`src/rtl/dircc_router_arbiter.sv`:
```
// dircc_router_arbiter: packet-locked round-robin arbiter feeding the single dircc_router input stream
// Grant holds from startofpacket to endofpacket; a registered output stage tags each beat with its source.
module dircc_router_arbiter #(
    parameter int NUM_INPUTS  = 4,
    parameter int DATA_WIDTH  = 8,
    parameter int EMPTY_WIDTH = 1,
    localparam int CH_WIDTH   = $clog2(NUM_INPUTS)
) (
    input  logic                              clk,
    input  logic                              reset_n,
    input  logic [NUM_INPUTS-1:0]             in_valid,
    output logic [NUM_INPUTS-1:0]             in_ready,
    input  logic [NUM_INPUTS*DATA_WIDTH-1:0]  in_data,
    input  logic [NUM_INPUTS-1:0]             in_startofpacket,
    input  logic [NUM_INPUTS-1:0]             in_endofpacket,
    input  logic [NUM_INPUTS*EMPTY_WIDTH-1:0] in_empty,
    output logic                              out_valid,
    input  logic                              out_ready,
    output logic [DATA_WIDTH-1:0]             out_data,
    output logic                              out_startofpacket,
    output logic                              out_endofpacket,
    output logic [EMPTY_WIDTH-1:0]            out_empty,
    output logic [CH_WIDTH-1:0]               out_channel,
    output logic                              drop_pulse
);
    typedef enum logic {IDLE, LOCKED} state_t;
    state_t                 state, next_state;
    logic [CH_WIDTH-1:0]    grant, last_grant, pick;
    logic                   found, take;
    logic [NUM_INPUTS-1:0]  cand;
    logic [DATA_WIDTH-1:0]  data_arr  [NUM_INPUTS];
    logic [EMPTY_WIDTH-1:0] empty_arr [NUM_INPUTS];

    for (genvar i = 0; i < NUM_INPUTS; i++) begin : g_split
        assign data_arr[i]  = in_data[i*DATA_WIDTH +: DATA_WIDTH];
        assign empty_arr[i] = in_empty[i*EMPTY_WIDTH +: EMPTY_WIDTH];
    end

    assign cand = in_valid & in_startofpacket;
    assign take = (state == LOCKED) && in_valid[grant] && in_ready[grant];

    // Descending scan so the nearest requester after last_grant wins.
    always_comb begin
        found = 1'b0;
        pick  = last_grant;
        for (int k = NUM_INPUTS; k >= 1; k--) begin
            if (cand[(int'(last_grant) + k) % NUM_INPUTS]) begin
                found = 1'b1;
                pick  = CH_WIDTH'((int'(last_grant) + k) % NUM_INPUTS);
            end
        end
    end

    // In IDLE only orphan beats are acknowledged (and discarded); SOP beats wait for the grant.
    always_comb begin
        next_state = state;
        in_ready   = '0;
        if (state == IDLE) begin
            in_ready = reset_n ? (in_valid & ~in_startofpacket) : '0;
            if (found) next_state = LOCKED;
        end else begin
            in_ready[grant] = !out_valid || out_ready;
            if (take && in_endofpacket[grant]) next_state = IDLE;
        end
    end

    always_ff @(posedge clk or negedge reset_n) begin
        if (!reset_n) begin
            state             <= IDLE;
            grant             <= '0;
            last_grant        <= CH_WIDTH'(NUM_INPUTS - 1);
            drop_pulse        <= 1'b0;
            out_valid         <= 1'b0;
            out_data          <= '0;
            out_startofpacket <= 1'b0;
            out_endofpacket   <= 1'b0;
            out_empty         <= '0;
            out_channel       <= '0;
        end else begin
            state      <= next_state;
            drop_pulse <= (state == IDLE) && |(in_valid & in_ready);
            if (state == IDLE && found) grant <= pick;
            if (take && in_endofpacket[grant]) last_grant <= grant;
            if (take) begin
                out_valid         <= 1'b1;
                out_data          <= data_arr[grant];
                out_startofpacket <= in_startofpacket[grant];
                out_endofpacket   <= in_endofpacket[grant];
                out_empty         <= empty_arr[grant];
                out_channel       <= grant;
            end else if (out_ready) begin
                out_valid <= 1'b0;
            end
        end
    end
endmodule
```
`config.mk`:
```
export PLATFORM = sky130hd
export DESIGN_NAME = dircc_router_arbiter
export DESIGN_NICKNAME = d
export VERILOG_FILES = /design/src/rtl/dircc_router_arbiter.sv
export SDC_FILE = /design/constraint.sdc
export NUM_CORES = 1
export LEC_CHECK = 0
export ABC_AREA = 1
export CELL_PAD_IN_SITES_DETAIL_PLACEMENT = 1
export CELL_PAD_IN_SITES_GLOBAL_PLACEMENT = 1
export CORE_MARGIN = 2
export CORE_UTILIZATION = 25
export DETAILED_ROUTE_END_ITERATION = 7
export PLACE_DENSITY = 0.82
export SYNTH_ARGS = -nofsm -noshare
export SYNTH_HDL_FRONTEND = slang
export SYNTH_SLANG_ARGS = --single-unit
```
`constraint.sdc`:
```
create_clock -name clk -period 1.4 [get_ports clk]
set_input_delay 0.28 -clock clk [delete_from_list [all_inputs] [get_ports clk]]
set_output_delay 0.28 -clock clk [all_outputs]
set_load 0.1 [all_outputs]
```
==> results.yml, run 1 <==
clock_network:
  clock_latency_ns: 0.27
  clk_pin_slew_ns: 0.08
  cts_tree: "done"
  clock_sinks: 20
  h-tree-depth: 1
  holdBufCountCts: 0
  cts_buffers: 3
  clk_path_buf_depth: 2
  clock-root-buffer: "clkbuf_8"
die:
  core-area_um2: 5920
  dieArea_um2: 6760
  ioPinCount: 70
  row_count: 28
  start_util_pct: 25.8
  chipWidth_um: 82.2
  dieHeight_um: 82.2
global_route:
  grt_pass1_vias: 2235
  grt_overflow: 0
  antenna_found_initial: 1
  grt_start_max_net_pins: 21
  grt_pass1_wl_mm: 10.8
  grt_usage_pct: 21.4
status:
  outcome: "finished, violations left"
  violations: "setup timing"
timing:
  finalCritPeriodShare_pct: 123
  slew_headroom_pct: 80.8
  post-route-min-period_ns: 1.73
  finalMaxSlewViolations: 0
  hold-worst-slack_ns: 0.153
  clock_skew_ns: 0.00125
  setup-violations-final: 24
  rsz0062_at_grt: "true"
  setup_slack_ns: -0.329
  max_freq_mhz: 578
  hold_viol: 0
  max_slew.worst_pin.slew_ns: 0.287
worst_hold_path:
  min_path_type: "input pin to async pin"
critical_path:
  worst-endpoint-required_ns: 1.12
  cpLargestDelayFamily: "flip-flops"
  end_kind: "primary output"
  max_stage_delay_ns: 0.54
  critPathArrivalTime_ns: 1.45
  crit_chain: "nand2_2 > buf_6 > o21ai_4 > buf_12"
  path_buf_inv: 2
  start_kind: "register"
  crit_fanout: 7
  crit_type: "register to primary output"
  cp_slowest_cell: "dfrtp_2"
drt:
  wl_per_cell_um: 18.4
  ant_nets: 0
  firstDrtPassIters: 6
  vias: 2100
  drt-total-wl_mm: 7.87
  drc: 0
  post_drt_via_cell_ratio: 4.92
  drt_iter0_drc: 75
logic_synthesis:
  ys_ff_latch: 20
  synth.avg_cell_area_um2: 6.62
  synth_nets: 282
  yosysWarningCount: 0
  netlist_area_um2: 1530
  yosysSeqAreaShare_pct: 32.9
  synth_cell_types: 23
  syn_inst: 231
layout:
  fin_area_um2: 3340
  nets: 403
  finalNonFillerCells: 427
  drive_above_1_share_pct: 48.4
  area_growth_syn_to_layout_pct: 118
placement:
  dpl-instance-area_um2: 2760
  post-place-ws_ns: -0.532
  place_congestion: 0.857
  placedCellCount: 402
  numPortBuffers: 69
  hpwlAfterDp_mm: 5.08
power_and_ir_drop:
  fin_total_pwr_mw: 9.18
  peakVddDrop_v: 0.00128
  p_leak_nw: 1.66
  cellPowerDensity_nw_per_um2: 2750
flow_run:
  cap_violations: 0
==> cell usage after synthesis, drive strengths merged <==
master / n / area [um^2]
buf: 8 / 62.6
dfstp: 2 / 52.6
dfrtp: 18 / 450
o21ai: 4 / 20.0
a21oi: 2 / 10.0
nand4: 3 / 18.8
clkinv: 1 / 5.00
nor2: 19 / 115
nand2: 116 / 478
a31oi: 1 / 6.26
a22oi: 13 / 97.6
nand3: 23 / 130
inv: 21 / 83.8
==> cell families (layout without fill, tap and decap cells) <==
family | count (synthesis) | in the layout | synth area share (%)
AO/OA/AOI/OAI | 20 | 20 | 8.75
AND/OR/NAND/NOR | 161 | 164 | 48.5
flip-flops | 20 | 20 | 32.9
other | 0 | 1 | 0
buffers and inverters | 30 | 147 | 9.89
==> worst register-to-register path, delay by kind of cell (launching register included) <==
kind                   cells  cell delay, ns
buffers and inverters      4            0.45
DFF                        1            0.47
and+or+nand+nor            7            0.70
==> path summary, 6_finish.rpt <==
| kind | from | endpoint | slack, ns | cells past startpoint |
|---|---|---|---|---|
| worst max-delay path | grant[0] | in_ready[3] | -0.33 | 4 |
| worst min-delay path | reset_n | out_channel[0] | 0.15 | 2 |
| worst max register to register | state | out_empty | -0.29 | 11 |
| worst min register to register | last_grant[1] | last_grant[1] | 0.54 | 2 |
| max in group asynchronous | reset_n | last_grant[0] | 0.97 | 2 |
| min in group clk | in_valid[3] | drop_pulse | 0.47 | 3 |
==> cell usage in the layout, fill, tap and decap left out, types with 2 or more instances in the layout <==
cell type	n
a21oi_1	2
dlygate4sd2_1	5
o21ai_2	2
clkbuf_8	3
nor2_2	8
nand3_2	6
nand2_8	3
nand3_4	4
dfstp_2	2
buf_4	32
inv_1	15
dfrtp_2	3
inv_2	3
nand2_4	15
nor2_1	4
buf_6	17
dfrtp_1	14
nand4_1	3
clkdlybuf4s50_1	44
inv_4	2
nand3_1	13
nand2_2	37
nor2_4	6
nand2_1	64
buf_12	21
a22oi_1	13
==> layer usage <==
layer / wire (um) / track usage, % / vias to the layer above
met4: 246 / 7.50 / 0
met3: 567 / 4.24 / 20
met1: 2820 / 22.6 / 1009
met5: 0 / 0 / -
li1: - / - / 987
met2: 4240 / 41.7 / 84
==> state kept, by name (all words and copies together), names as in the netlist <==
name	flops
out_endofpacket	1
state	1
out_data	8
out_valid	1
drop_pulse	1
last_grant	2
out_channel	2
out_empty	1
out_startofpacket	1
grant	2
==> metrics by stage <==
step	setup TNS, ns	util (%)
global placement	-9.55	46.7
CTS	-3.29	50.9
global route	-7.70	56.4
floorplan	-2.64	-
finish	-5.59	56.4
detailed placement	-10.51	46.7
==> final cells by class <==
class | instances | area [um^2]
antenna | 1 | 2.50
clock buffer | 4 | 45.0
fill | 702 | 2580
inverter | 22 | 105
multi-input combinational | 184 | 1220
sequential | 20 | 510
tap | 75 | 93.8
timing repair buffer | 120 | 1350
timing repair inverter | 1 | 11.3
==> report_power, final <==
part / switching [mW] / internal [mW]
clock network: 0.214 / 0.204
logic: 4.53 / 2.91
registers: 0.443 / 0.883
total: 5.18 / 4.00
==> what timing repair did <==
item / CTS / global route
gates resized for setup: 29 / 75
buffers inserted: 11 / 6
cloned: 2 / 2
pin swaps: 7 / 30
setup endpoints to repair: 24 / 24
(Power assumes the default switching activity.)
==> run 2, diff against run 1 <==
- MAX_ROUTING_LAYER: unset -> met4
==> run 2 against run 1 <==
The flow still finishes with violations (setup timing). Via count shrank 1.2%. Total power hardly changed. Combinational power barely moved. Clock-buffer cell count did not move. Fmax is 0.14% lower. Wire length down 0.10%. Clock skew about the same. Die area stayed put. Cell count is the same. Sequential share of layout area unchanged. Global-route usage rose by 0.61 points.
==> results.yml, run 2 (synthesized netlist as in run 1, its figures left out) <==
placement:
  hpwlAfterDp_mm: 5.08
  numPortBuffers: 69
  place_congestion: 0.871
  placedCellCount: 402
power_and_ir_drop:
  power.switching_mw: 5.18
  pwr-share-comb_pct: 81.0
  peakVddDrop_v: 0.00128
  p_int_mw: 4.00
  seq_power_share_pct: 14.4
  p_leak_nw: 1.66
  swShare_pct: 56.4
  cellPowerDensity_nw_per_um2: 2750
  power_frac_clock_pct: 4.5
status:
  violations: "setup timing"
  outcome: "finished, violations left"
global_route:
  grt_pass1_wl_mm: 10.8
  grt_start_max_net_pins: 21
  grt_overflow: 0
  grt_pass1_vias: 2236
  grt_usage_pct: 22.1
  antenna_found_initial: 1
drt:
  firstDrtPassIters: 6
  drt-total-wl_mm: 7.86
  wl_per_cell_um: 18.4
  post_drt_via_cell_ratio: 4.86
  vias: 2075
  drt_iter0_drc: 71
  drc: 0
  ant_nets: 0
flow_run:
  cap_violations: 0
timing:
  hold_viol: 0
  finalCritPeriodShare_pct: 124
  max_freq_mhz: 578
  max_slew.worst_pin.slew_ns: 0.286
  setup_slack_ns: -0.331
  finalMaxSlewViolations: 0
  hold-worst-slack_ns: 0.153
  rsz0062_at_grt: "true"
  slew_headroom_pct: 80.9
  post-route-min-period_ns: 1.73
  setup-violations-final: 24
  clock_skew_ns: 0.00137
critical_path:
  crit_fanout: 7
  crit_type: "register to primary output"
  worst-endpoint-required_ns: 1.12
  start_kind: "register"
  crit_chain: "nand2_2 > buf_6 > o21ai_4 > buf_12"
  end_kind: "primary output"
  cp_slowest_cell: "dfrtp_2"
  critPathArrivalTime_ns: 1.45
  max_stage_delay_ns: 0.54
clock_network:
  clk_pin_slew_ns: 0.08
  clock_latency_ns: 0.27
  cts_buffers: 3
  clock_sinks: 20
  clk_path_buf_depth: 2
  holdBufCountCts: 0
  cts_tree: "done"
  h-tree-depth: 1
  clock-root-buffer: "clkbuf_8"
layout:
  area_growth_syn_to_layout_pct: 118
  drive_above_1_share_pct: 48.4
  fin_util_pct: 56.4
  most-common-layout-cells: "nand2_1, clkdlybuf4s50_1, nand2_2, buf_4, buf_12"
  top_register: "out_data"
  largest_reg_flops: 8
  finalNonFillerCells: 427
  final_common_cell: "nand2_1"
  nets: 403
die:
  dieArea_um2: 6760
  row_count: 28
  chipWidth_um: 82.2
  core-area_um2: 5920
  start_util_pct: 25.8
  dieHeight_um: 82.2
  ioPinCount: 70
worst_hold_path:
  min_path_type: "input pin to async pin"
run 2: area by class of cell:
class                   instances  area, um^2
diodes                          1        2.50
clock buffers                   4        45.0
fillers                       702        2580
inverters                      22         105
multi-input cells             184        1220
flip-flops and latches         20         510
well taps                      75        93.8
repair buffers                120        1350
repair inverters                1        11.3
run 2: final timing paths:
| check | cells after the start | start | endpoint | slack [ns] |
|---|---|---|---|---|
| min in group clk | 3 | in_valid[3] | drop_pulse | 0.47 |
| worst min-delay path | 2 | reset_n | out_empty | 0.15 |
| worst max register to register | 12 | grant[0] | out_empty | -0.29 |
| max in group asynchronous | 2 | reset_n | last_grant[0] | 0.97 |
| worst max-delay path | 4 | grant[0] | in_ready[3] | -0.33 |
| worst min register to register | 2 | last_grant[1] | last_grant[1] | 0.54 |
run 2: power by group through the flow:
stage	Combinational [mW]	Clock, mW	Sequential, mW
final	7.44	0.416	1.33
after floorplan	2.36	0	2.41
after CTS	6.44	0.420	1.29
after global routing	7.84	0.451	1.36
after global placement	5.56	0	1.29
after detailed placement	5.73	0	1.29
run 2: worst max-delay path, delay by kind of cell, from the launching register on:
kind,cells,cell delay [ns]
AO/OA/AOI/OAI,1,0.20
buffers and inverters,2,0.34
flip-flops,1,0.54
AND/OR/NAND/NOR,1,0.10
run 2: per-layer routing:
layer | vias up | share of wire (%) | track usage (%)
li1 | 985 | - | -
met1 | 994 | 36 | 22.6
met2 | 76 | 54 | 41.8
met3 | 20 | 7.0 | 4.02
met4 | 0 | 2.7 | 7.50
met5 | - | 0 | -
run 2: timing repair:
action,CTS,global route
resized for setup,29,75
endpoints found under the hold margin,0,0
endpoints found under the setup margin,24,24
cloned,2,2
buffers inserted,11,6
pin swaps,7,30
run 2: through the flow:
step | power (mW) | cell area, um^2 | TNS [ns] | worst slack [ns]
after detailed placement | 7.02 | 2760 | -10.51 | -0.532
after floorplan | 4.77 | 1590 | -2.64 | -0.321
after global routing | 9.65 | 3340 | -7.67 | -0.390
final | 9.18 | 3340 | -5.59 | -0.331
after CTS | 8.15 | 3010 | -3.29 | -0.302
after global placement | 6.85 | 2760 | -9.55 | -0.455
